--- src/rtl/ts_pair_matcher_if.sv ---
`default_nettype none
// ============================================================================
// Module   : ts_pair_matcher_if
// Purpose  : Bundles the start/end event handshakes, the record output
//            handshake and the status outputs of ts_pair_matcher.
// Ports    : start_valid/start_id/start_ready  - start event channel
//            end_valid/end_id/end_ready        - end event channel
//            out_valid/out_ready/out_*         - matched-pair record channel
//            ts_now, drop_count                - status
// Modports : master - event producer / record consumer side
//            slave  - the matcher itself
// Revision : 1.0 - initial release
// ============================================================================
interface ts_pair_matcher_if #(
    parameter int ID_W = 16,
    parameter int TS_W = 64
);
    logic            start_valid;
    logic [ID_W-1:0] start_id;
    logic            start_ready;

    logic            end_valid;
    logic [ID_W-1:0] end_id;
    logic            end_ready;

    logic            out_valid;
    logic            out_ready;
    logic [ID_W-1:0] out_id;
    logic [TS_W-1:0] out_start_ts;
    logic [TS_W-1:0] out_end_ts;
    logic [TS_W-1:0] out_delta;

    logic [TS_W-1:0] ts_now;
    logic [15:0]     drop_count;

    modport master (
        output start_valid, start_id,
        input  start_ready,
        output end_valid, end_id,
        input  end_ready,
        input  out_valid, out_id, out_start_ts, out_end_ts, out_delta,
        output out_ready,
        input  ts_now, drop_count
    );

    modport slave (
        input  start_valid, start_id,
        output start_ready,
        input  end_valid, end_id,
        output end_ready,
        output out_valid, out_id, out_start_ts, out_end_ts, out_delta,
        input  out_ready,
        output ts_now, drop_count
    );
endinterface
`default_nettype wire

--- src/rtl/ts_pair_matcher.sv ---
`default_nettype none
// ============================================================================
// Module   : ts_pair_matcher
// Purpose  : Pairs start/end event strobes by ID, timestamps each handshake
//            from a free-running counter and emits one {id, start_ts, end_ts,
//            delta} record per completed pair. Open IDs live in a small
//            fully associative table.
// Ports    : clk  - system clock
//            rst  - synchronous active-high reset
//            bus  - ts_pair_matcher_if.slave (event inputs, record output,
//                   ts_now and drop_count status)
// Revision : 1.0 - initial release
// ============================================================================
module ts_pair_matcher #(
    parameter int              SLOTS    = 8,
    parameter int              ID_W     = 16,
    parameter int              TS_W     = 64,
    parameter logic [TS_W-1:0] TS_RESET = '0
) (
    input  logic                clk,
    input  logic                rst,
    ts_pair_matcher_if.slave    bus
);

    localparam int          IDX_W     = $clog2(SLOTS);
    localparam logic [15:0] c_DROP_MAX = 16'hFFFF;

    // Free-running timestamp counter
    logic [TS_W-1:0]  r_ts_now;

    // Open-ID table
    logic [SLOTS-1:0] r_valid;
    logic [ID_W-1:0]  r_id [SLOTS];
    logic [TS_W-1:0]  r_ts [SLOTS];

    // Registered record output
    logic             r_out_valid;
    logic [ID_W-1:0]  r_out_id;
    logic [TS_W-1:0]  r_out_start_ts;
    logic [TS_W-1:0]  r_out_end_ts;
    logic [TS_W-1:0]  r_out_delta;
    logic [15:0]      r_drop_count;

    // Lookup results, all against the table as it stood at the start of the cycle
    logic             w_start_hit;
    logic [IDX_W-1:0] w_start_idx;
    logic             w_end_hit;
    logic [IDX_W-1:0] w_end_idx;
    logic [IDX_W-1:0] w_free_idx;
    logic [TS_W-1:0]  w_end_slot_ts;
    logic             w_full;
    logic             w_start_fire;
    logic             w_end_fire;
    logic             w_load;

    always_comb begin
        w_start_hit = 1'b0;
        w_start_idx = '0;
        w_end_hit   = 1'b0;
        w_end_idx   = '0;
        for (int i = 0; i < SLOTS; i++) begin
            if (r_valid[i] && (r_id[i] == bus.start_id)) begin
                w_start_hit = 1'b1;
                w_start_idx = IDX_W'(i);
            end
            if (r_valid[i] && (r_id[i] == bus.end_id)) begin
                w_end_hit = 1'b1;
                w_end_idx = IDX_W'(i);
            end
        end
    end

    // Lowest-index invalid slot: scan downwards so the lowest index is written last.
    always_comb begin
        w_free_idx = '0;
        for (int i = SLOTS - 1; i >= 0; i--) begin
            if (!r_valid[i]) begin
                w_free_idx = IDX_W'(i);
            end
        end
    end

    assign w_end_slot_ts = r_ts[w_end_idx];
    assign w_full        = &r_valid;

    // start_ready uses pre-cycle fullness, so a slot freed by a same-cycle
    // end cannot be claimed until the following cycle.
    assign bus.start_ready = !w_full;
    // One-deep skid: an end may be taken whenever the record register is
    // empty or is being drained this cycle.
    assign bus.end_ready   = !r_out_valid || bus.out_ready;

    assign w_start_fire = bus.start_valid && !w_full;
    assign w_end_fire   = bus.end_valid && (!r_out_valid || bus.out_ready);
    assign w_load       = w_end_fire && w_end_hit;

    always_ff @(posedge clk) begin
        if (rst) begin
            r_ts_now       <= TS_RESET;
            r_valid        <= '0;
            for (int i = 0; i < SLOTS; i++) begin
                r_id[i] <= '0;
                r_ts[i] <= '0;
            end
            r_out_valid    <= 1'b0;
            r_out_id       <= '0;
            r_out_start_ts <= '0;
            r_out_end_ts   <= '0;
            r_out_delta    <= '0;
            r_drop_count   <= '0;
        end else begin
            r_ts_now <= r_ts_now + TS_W'(1);

            // Free on end hit first; a same-ID start below overrides this and
            // re-arms the slot with the current timestamp.
            if (w_load) begin
                r_valid[w_end_idx] <= 1'b0;
            end

            if (w_start_fire) begin
                if (w_start_hit) begin
                    r_valid[w_start_idx] <= 1'b1;
                    r_ts[w_start_idx]    <= r_ts_now;
                end else begin
                    r_valid[w_free_idx]  <= 1'b1;
                    r_id[w_free_idx]     <= bus.start_id;
                    r_ts[w_free_idx]     <= r_ts_now;
                end
            end

            if (w_load) begin
                r_out_valid    <= 1'b1;
                r_out_id       <= bus.end_id;
                r_out_start_ts <= w_end_slot_ts;
                r_out_end_ts   <= r_ts_now;
                // Unsigned modular subtraction stays correct across one wrap.
                r_out_delta    <= r_ts_now - w_end_slot_ts;
            end else if (bus.out_ready) begin
                r_out_valid    <= 1'b0;
            end

            if (w_end_fire && !w_end_hit && (r_drop_count != c_DROP_MAX)) begin
                r_drop_count <= r_drop_count + 16'd1;
            end
        end
    end

    assign bus.out_valid    = r_out_valid;
    assign bus.out_id       = r_out_id;
    assign bus.out_start_ts = r_out_start_ts;
    assign bus.out_end_ts   = r_out_end_ts;
    assign bus.out_delta    = r_out_delta;
    assign bus.ts_now       = r_ts_now;
    assign bus.drop_count   = r_drop_count;

endmodule
`default_nettype wire

--- src/flat_wrapper.sv ---
// flat-port wrapper written by rule: the top's interface ports become plain ports
module ts_pair_matcher_flat 
#(
    parameter int              SLOTS    = 8,
    parameter int              ID_W     = 16,
    parameter int              TS_W     = 64,
    parameter logic [TS_W-1:0] TS_RESET = '0
)
  (clk, rst, bus_start_valid, bus_start_id, bus_start_ready, bus_end_valid, bus_end_id, bus_end_ready, bus_out_valid, bus_out_id, bus_out_start_ts, bus_out_end_ts, bus_out_delta, bus_out_ready, bus_ts_now, bus_drop_count);
  ts_pair_matcher_if #(.ID_W(ID_W), .TS_W(TS_W)) bus_i ();
  input  logic clk;
  input  logic rst;
  input wire logic [$bits(bus_i.start_valid)-1:0] bus_start_valid;
  input wire logic [$bits(bus_i.start_id)-1:0] bus_start_id;
  output wire logic [$bits(bus_i.start_ready)-1:0] bus_start_ready;
  input wire logic [$bits(bus_i.end_valid)-1:0] bus_end_valid;
  input wire logic [$bits(bus_i.end_id)-1:0] bus_end_id;
  output wire logic [$bits(bus_i.end_ready)-1:0] bus_end_ready;
  output wire logic [$bits(bus_i.out_valid)-1:0] bus_out_valid;
  output wire logic [$bits(bus_i.out_id)-1:0] bus_out_id;
  output wire logic [$bits(bus_i.out_start_ts)-1:0] bus_out_start_ts;
  output wire logic [$bits(bus_i.out_end_ts)-1:0] bus_out_end_ts;
  output wire logic [$bits(bus_i.out_delta)-1:0] bus_out_delta;
  input wire logic [$bits(bus_i.out_ready)-1:0] bus_out_ready;
  output wire logic [$bits(bus_i.ts_now)-1:0] bus_ts_now;
  output wire logic [$bits(bus_i.drop_count)-1:0] bus_drop_count;
  assign bus_i.start_valid = bus_start_valid;
  assign bus_i.start_id = bus_start_id;
  assign bus_start_ready = bus_i.start_ready;
  assign bus_i.end_valid = bus_end_valid;
  assign bus_i.end_id = bus_end_id;
  assign bus_end_ready = bus_i.end_ready;
  assign bus_out_valid = bus_i.out_valid;
  assign bus_out_id = bus_i.out_id;
  assign bus_out_start_ts = bus_i.out_start_ts;
  assign bus_out_end_ts = bus_i.out_end_ts;
  assign bus_out_delta = bus_i.out_delta;
  assign bus_i.out_ready = bus_out_ready;
  assign bus_ts_now = bus_i.ts_now;
  assign bus_drop_count = bus_i.drop_count;
  ts_pair_matcher #(.SLOTS(SLOTS), .ID_W(ID_W), .TS_W(TS_W), .TS_RESET(TS_RESET)) u_core (.clk(clk), .rst(rst), .bus(bus_i));
endmodule
--- config.mk ---
export PLATFORM = sky130hd
export DESIGN_NAME = ts_pair_matcher_flat
export DESIGN_NICKNAME = d
export VERILOG_FILES = /design/src/rtl/ts_pair_matcher_if.sv /design/src/rtl/ts_pair_matcher.sv /design/src/flat_wrapper.sv
export SDC_FILE = /design/constraint.sdc
export NUM_CORES = 2
export LEC_CHECK = 0
export CAP_MARGIN = 10
export CORE_AREA = 4 4 344 346
export CTS_CLUSTER_DIAMETER = 80
export CTS_CLUSTER_SIZE = 25
export DETAILED_ROUTE_END_ITERATION = 8
export DIE_AREA = 0 0 348 350
export DONT_BUFFER_PORTS = 1
export GPL_ROUTABILITY_DRIVEN = 0
export SYNTH_ARGS = -nofsm -noshare
export SYNTH_HDL_FRONTEND = slang
export SYNTH_SLANG_ARGS = --single-unit
--- constraint.sdc ---
create_clock -name clk -period 11.9 [get_ports clk]
set_clock_uncertainty 0.1 [all_clocks]
set_input_delay 2.38 -clock clk [delete_from_list [all_inputs] [get_ports clk]]
set_output_delay 2.38 -clock clk [all_outputs]
set_load 0.03 [all_outputs]
### Word level (Yosys, flattened, before mapping)

Memories as Yosys holds them, arrays and structs flattened.
Cells that the tools add are included.
Widths: inputs -> output; s select.

| storage, ports and cells | value |
|---|---|
| logic and storage cells | 142 |
| RAM bits | 640 |
| memories kept | 2 |
| register bits after elaboration | 297 |
| input bits | 37 |

Memories:

| memory | words | bits a word | read ports | clocked after Yosys merged registers in | write ports | line | source |
|---|---|---|---|---|---|---|---|
| u_core.r_ts | 8 | 64 | 1 | 0 | 8 | ts_pair_matcher.sv:34 | `logic [TS_W-1:0] r_ts [SLOTS];` |
| u_core.r_id | 8 | 16 | 8 | 0 | 8 | ts_pair_matcher.sv:33 | `logic [ID_W-1:0] r_id [SLOTS];` |

| cells by class | value |
|---|---|
| bitwise operators | 4 |
| magnitude comparators | 6 |
| multiplexer cells | 69 |
| reductions and logical operators | 33 |
| add/sub/neg operators | 3 |
| equality and inequality tests | 17 |

Operators by type and width:

| operator | count |
|---|---|
| $eq 16x16->1 | 16 |
| $mux 64 | 2 |
| $reduce_or 64->1 | 2 |
| $add 64x1->64 const B | 1 |
| $sub 64x64->64 | 1 |
| $mux 3 | 19 |
| $mux 1 | 36 |
| $mux 8 | 4 |
| $logic_and 1x1->1 | 24 |
| $add 16x1->16 const B | 1 |
| $mux 16 | 1 |
| $ne 16x16->1 const B | 1 |
| $or 8x8->8 | 2 |
| $reduce_or 16->1 | 1 |
| $lt 3x4->1 const B | 3 |
| $demux 1 s3 | 3 |
| $ge 3x1->1 const B | 3 |
| $and 8x8->8 | 1 |
| $mux 2 | 4 |
| $not 8->8 | 1 |
| $reduce_and 8->1 | 1 |
| $logic_not 1->1 | 3 |
| $reduce_bool 2->1 | 1 |
| $logic_or 1x1->1 | 1 |

### Depth between registers and ports, before layout

An unclocked memory read counts as a cell.

| logic depth | value |
|---|---|
| word-level depth | 21 |
| gate-level depth with buffers | 34 |
| mapped depth without buffers | 29 |

### Worst setup path before layout

Ideal clock, no wire load.

| timing | value |
|---|---|
| kind | input -> register |
| from | input port bus_start_id[6] |
| to | memory u_core.r_ts[2][0], enable pin |
| data required time | 11226 ps |
| path buffers | 5 |
| arrival time | 9351 ps |
| path slack | 1875 ps |
| setup time | 574 ps |
| cell stages on the path | 15 |
| path through | clkbuf_1 -> clkbuf_1 -> xor2_1 -> nor4_1 -> nand2_1 -> nor4_1 -> nor2_1 -> nand3_1 -> or4_1 -> clkbuf_1 -> o21bai_1 -> or3_1 -> clkbuf_1 -> clkbuf_1 -> o21ai_0 |

RTL lines:

| element | line | source |
|---|---|---|
| start: declaration | flat_wrapper.sv:14 | `input wire logic [$bits(bus_i.start_id)-1:0] bus_start_id;` |
| end: declaration | ts_pair_matcher.sv:34 |  |

### Final worst setup path

| timing | value |
|---|---|
| from | input port bus_end_id[12] |
| to | register u_core.r_out_delta[60], in the netlist u_core.bus.out_delta[60] |

| on the way | value |
|---|---|
| longest elaborated chain between the ends | 11 |
| elaborated cells between the ends (all ways) | 34 |
| those cells by class | add/sub: 1; eq/ne: 8; mux: 15; reduce/logical: 9; memory: 1 |

Ends and longest elaborated chain:

| element | line | source |
|---|---|---|
| start: declaration | flat_wrapper.sv:17 | `input wire logic [$bits(bus_i.end_id)-1:0] bus_end_id;` |
| $eq 16x16->1 | ts_pair_matcher.sv:66 | `if (r_valid[i] && (r_id[i] == bus.end_id)) begin` |
| $logic_and 1x1->1 | ts_pair_matcher.sv:66 |  |
| $mux 1 | ts_pair_matcher.sv:66 |  |
| $mux 2 or $mux 1 (tied branches) (2 in a row) | ts_pair_matcher.sv:66 |  |
| $mux 3 or $mux 1 (tied branches) (4 in a row) | ts_pair_matcher.sv:66 |  |
| $mem_v2 8x64 or $mux 1 (tied branches) | - |  |
| $sub 64x64->64 or $logic_and 1x1->1 (tied branches) | ts_pair_matcher.sv:137, ts_pair_matcher.sv:95 |  |
| end signal: assignment | ts_pair_matcher.sv:137 | `r_out_delta <= r_ts_now - w_end_slot_ts;` |
| end: declaration | ts_pair_matcher.sv:41 | `logic [TS_W-1:0] r_out_delta;` |

Parallel ways exist; a longest one is shown, timed or not.
A chain may end at the register's enable or synchronous reset.

==> impl_results.md <==
* Dominant delay contributor by cell family on the critical path: compound AO/OA/AOI/OAI gates
* Post-CTS setup buffers at 0
* DR vias at ~33000
* Post-synthesis cell area at approximately 46000 um^2
* Max Fclk at between 100 and 150 MHz
* Ports at 328
* Slew headroom at -9.28%
* Max_cap viols at 0
* PnR Total Power at 6.22 mW
* Crit. End Element: flip-flop
* Overflow after GRT at 0
* CTS clk-pin slew, worst paths at ~0.11 ns
* Die area at between 100000 and 150000 um^2
* CTS Buffer Depth at 3
* Synth unique cells at 96
* Min-delay worst type: reg2reg
* Syn Nets at about 4600
* Internal at roughly 4.7 mW
* Total CTS buffers at 57
* Clock root buffer: clkbuf_16
* Failing checks: max-slew violations
* Crit path DAT at about 10 ns
* Vias in the first global route at 31300
* Row count at 125
* Hold Violations, Final at 0
* Largest net degree at the start of global routing at 284
* H-tree levels at 2
* Sequential share of the synthesized area at a little over half
* CP max FO at 34
* Iteration-0 DRC Markers at about 3100
* WL/cell at 25.3 um
* Final wirelength at approximately 150000 um
* Setup violations, final at 0
* Worst EP required at 12.40 ns
* Fraction of registers with async set/reset at 0%
* Proportion of layout cells with a drive suffix above 1 at 6.11%
* CTS tree: done
* Core Area at between 100000 and 150000 um^2
* Leakage Power at about 18 nW
* Fin Setup TNS at 0 ns
* WS Path Type: in2reg
* Crit share post-route at 78.2%
* Initial DRT Pass Iterations at 5
* Starting Density at roughly 40%
* Reg power frac at 57.8%
* Via density at approximately 5.6
* Power density cells at around 130 nW/um^2
* Clk_lat worst skew at 0.72 ns
* CP dominant cell by count: o21ai_0
* Switch Pwr at 1.54 mW
* Fin area at about 49000 um^2
* Syn avg cell area at roughly 10 um^2
* Least-Margin Pin Slew at 1.64 ns
* Final HPWL DP at approximately 93000 um
* Routed Antenna Nets at 0
* Clk network pwr share at between 30% and 40%
* Status: complete, but fails checks
* DP Area at about 47000 um^2
* Initial antenna violation count at 1
* Combinational share of power at about 5.0%
* Final worst slack at 2.59 ns
* Die height at approximately 350 um
* Post-synth EDFFs at 640
* CTS sink cnt at about 940
* Cts repair resizes at 0
* Top_reg_cell synth: edfxtp_1
* CP max-delay cell: a221oi_1
* Startpoint Class: input pin
* Worst path max stage delay at 0.81 ns
* GR Util All Layers at a little under a quarter
* Clock period minus worst slack at between 9 and 10 ns
* Fin. max-slew vios at ~120
* Yosys warns at 0
* Nets@finish at between 4000 and 5000
* PortBufs at 0
* Global-route wire length before repair at between 200000 and 250000 um
* RSZ-0062 raised after global routing: no
* Synth Instances at approximately 4500
* Area grow syn2layout at 7.54%
* Switching share of power at between 20% and 30%
* #FFs+latches synth at ~940
* Die X-Extent at between 300 and 400 um
* VDD IR-drop max at roughly 130 uV
* Dpl ws at 1.89 ns
* Post-cts hold buffer count at 0
* WP buf/inv at 0
* Remaining DRCs at 0
area by class of cell:
cell class,count,area [um^2]
Tap cell,1524,1910
Sequential cell,937,25200
Inverter,37,139
Timing Repair Buffer,91,683
Fill cell,10900,66100
Clock buffer,68,1490
Multi-Input combinational cell,3149,19400
Clock inverter,40,559
Antenna cell,1,2.50
logic make-up (layout without fill, tap and decap cells):
logic type,count (synthesis),after routing,synth area share (%)
simple gates,1887,1887,20.8
mux,74,74,1.63
buf+inv,393,236,3.29
fa+ha+maj,72,72,1.93
compound gates,739,739,10.3
xor+xnor,377,377,7.19
other cells,0,1,0
flops,937,937,54.8
path summary, 6_finish.rpt:
kind                         startpoint                  endpoint  slack [ns]  depth (start not counted)
setup / recovery         bus_end_id[12]  u_core.bus.out_delta[60]        2.59                         26
hold / removal    u_core.bus.ts_now[46]     u_core.bus.ts_now[46]        0.44                          2
setup reg to reg     u_core.r_id[1][12]  u_core.bus.out_delta[60]        3.78                         26
hold reg to reg   u_core.bus.ts_now[46]     u_core.bus.ts_now[46]        0.44                          2
synthesized netlist by cell type (all sizes together) (11+ instances only):
cell type / n / share of area [%]
nor3: 151 / 1.7
inv: 31 / 0.25
nand2b: 17 / 0.23
xor2: 158 / 3.0
and3: 27 / 0.37
a21oi: 304 / 3.3
buf: 48 / 0.47
or3: 33 / 0.47
edfxtp: 640 / 42
a21o: 42 / 0.69
mux2i: 70 / 1.5
a22oi: 56 / 0.92
dfxtp: 297 / 13
clkbuf: 308 / 2.5
or4: 19 / 0.31
o21a: 11 / 0.18
nor4: 35 / 0.48
and2: 588 / 8.0
nand3: 76 / 0.84
nor2: 219 / 1.8
ha: 61 / 1.7
nand4: 64 / 0.87
xnor2: 219 / 4.2
a211oi: 83 / 1.4
o21ai: 135 / 1.5
nor2b: 13 / 0.18
nand2: 608 / 5.0
state kept, by name, summed over array words and instances, names as in the netlist:
| signal | count |
|---|---|
| u_core.bus.drop_count | 16 |
| u_core.bus.ts_now | 64 |
| u_core.bus.out_delta | 64 |
| u_core.bus.out_start_ts | 64 |
| u_core.bus.out_end_ts | 64 |
| u_core.bus.out_valid | 1 |
| u_core.bus.out_id | 16 |
| u_core.r_valid | 8 |
| u_core.r_ts | 512 |
| u_core.r_id | 128 |
layout by cell type (no fill, tap or decap), types with 57 or more instances in the layout:
cell type / count
edfxtp_1: 640
nand2_1: 607
and2_1: 587
a21oi_1: 302
dfxtp_1: 297
xnor2_1: 219
nor2_1: 208
xor2_1: 158
nor3_1: 150
o21ai_0: 113
buf_4: 91
a211oi_1: 80
nand3_1: 74
mux2i_1: 70
nand4_1: 64
ha_1: 61
clkbuf_16: 57
through the flow:
stage / hold WS (ns) / std cells / util [%]
floorplan: 0.392 / 4479 / -
global placement: 0.395 / 5738 / 41.0
detailed placement: 0.411 / 5738 / 41.0
CTS: 0.435 / 5846 / 42.8
global route: 0.466 / 5846 / 42.8
finish: 0.435 / 5847 / 42.8
routing by layer:
layer	routed length (um)	global-route usage, %
met4	6190	9.04
met3	10800	3.67
met5	0	0
met2	70600	39.6
met1	60200	30.4
power groups by stage:
stage / sequential [mW] / combinational [mW] / clock, mW
3_5_place_dp: 3.67 / 0.311 / 0
2_1_floorplan: 3.67 / 0.249 / 0
3_3_place_gp: 3.67 / 0.307 / 0
6_report: 3.60 / 0.314 / 2.31
5_1_grt: 3.61 / 0.341 / 2.48
4_1_cts: 3.60 / 0.313 / 2.36
worst reg2reg max path, stage by stage (launching register included):
cell       delay, ns
edfxtp_1        0.47
xor2_1          0.18
or4b_2          0.66
nor4_1          0.39
o211ai_1        0.19
a221oi_1        0.81
nor2_4          0.37
mux2i_1         0.26
o21ai_0         0.09
nor3_1          0.23
ha_1            0.31
nor2b_1         0.14
o21ai_0         0.19
a21boi_0        0.19
or2_2           0.33
a221o_1         0.30
nor3_1          0.28
a21oi_2         0.14
a2111oi_4       0.46
o31ai_4         0.19
o311ai_2        0.48
a31oi_4         0.22
and3_1          0.24
a221oi_2        0.38
o21ai_0         0.18
xnor2_1         0.15
o21ai_0         0.08
(Power assumes the default switching activity.)
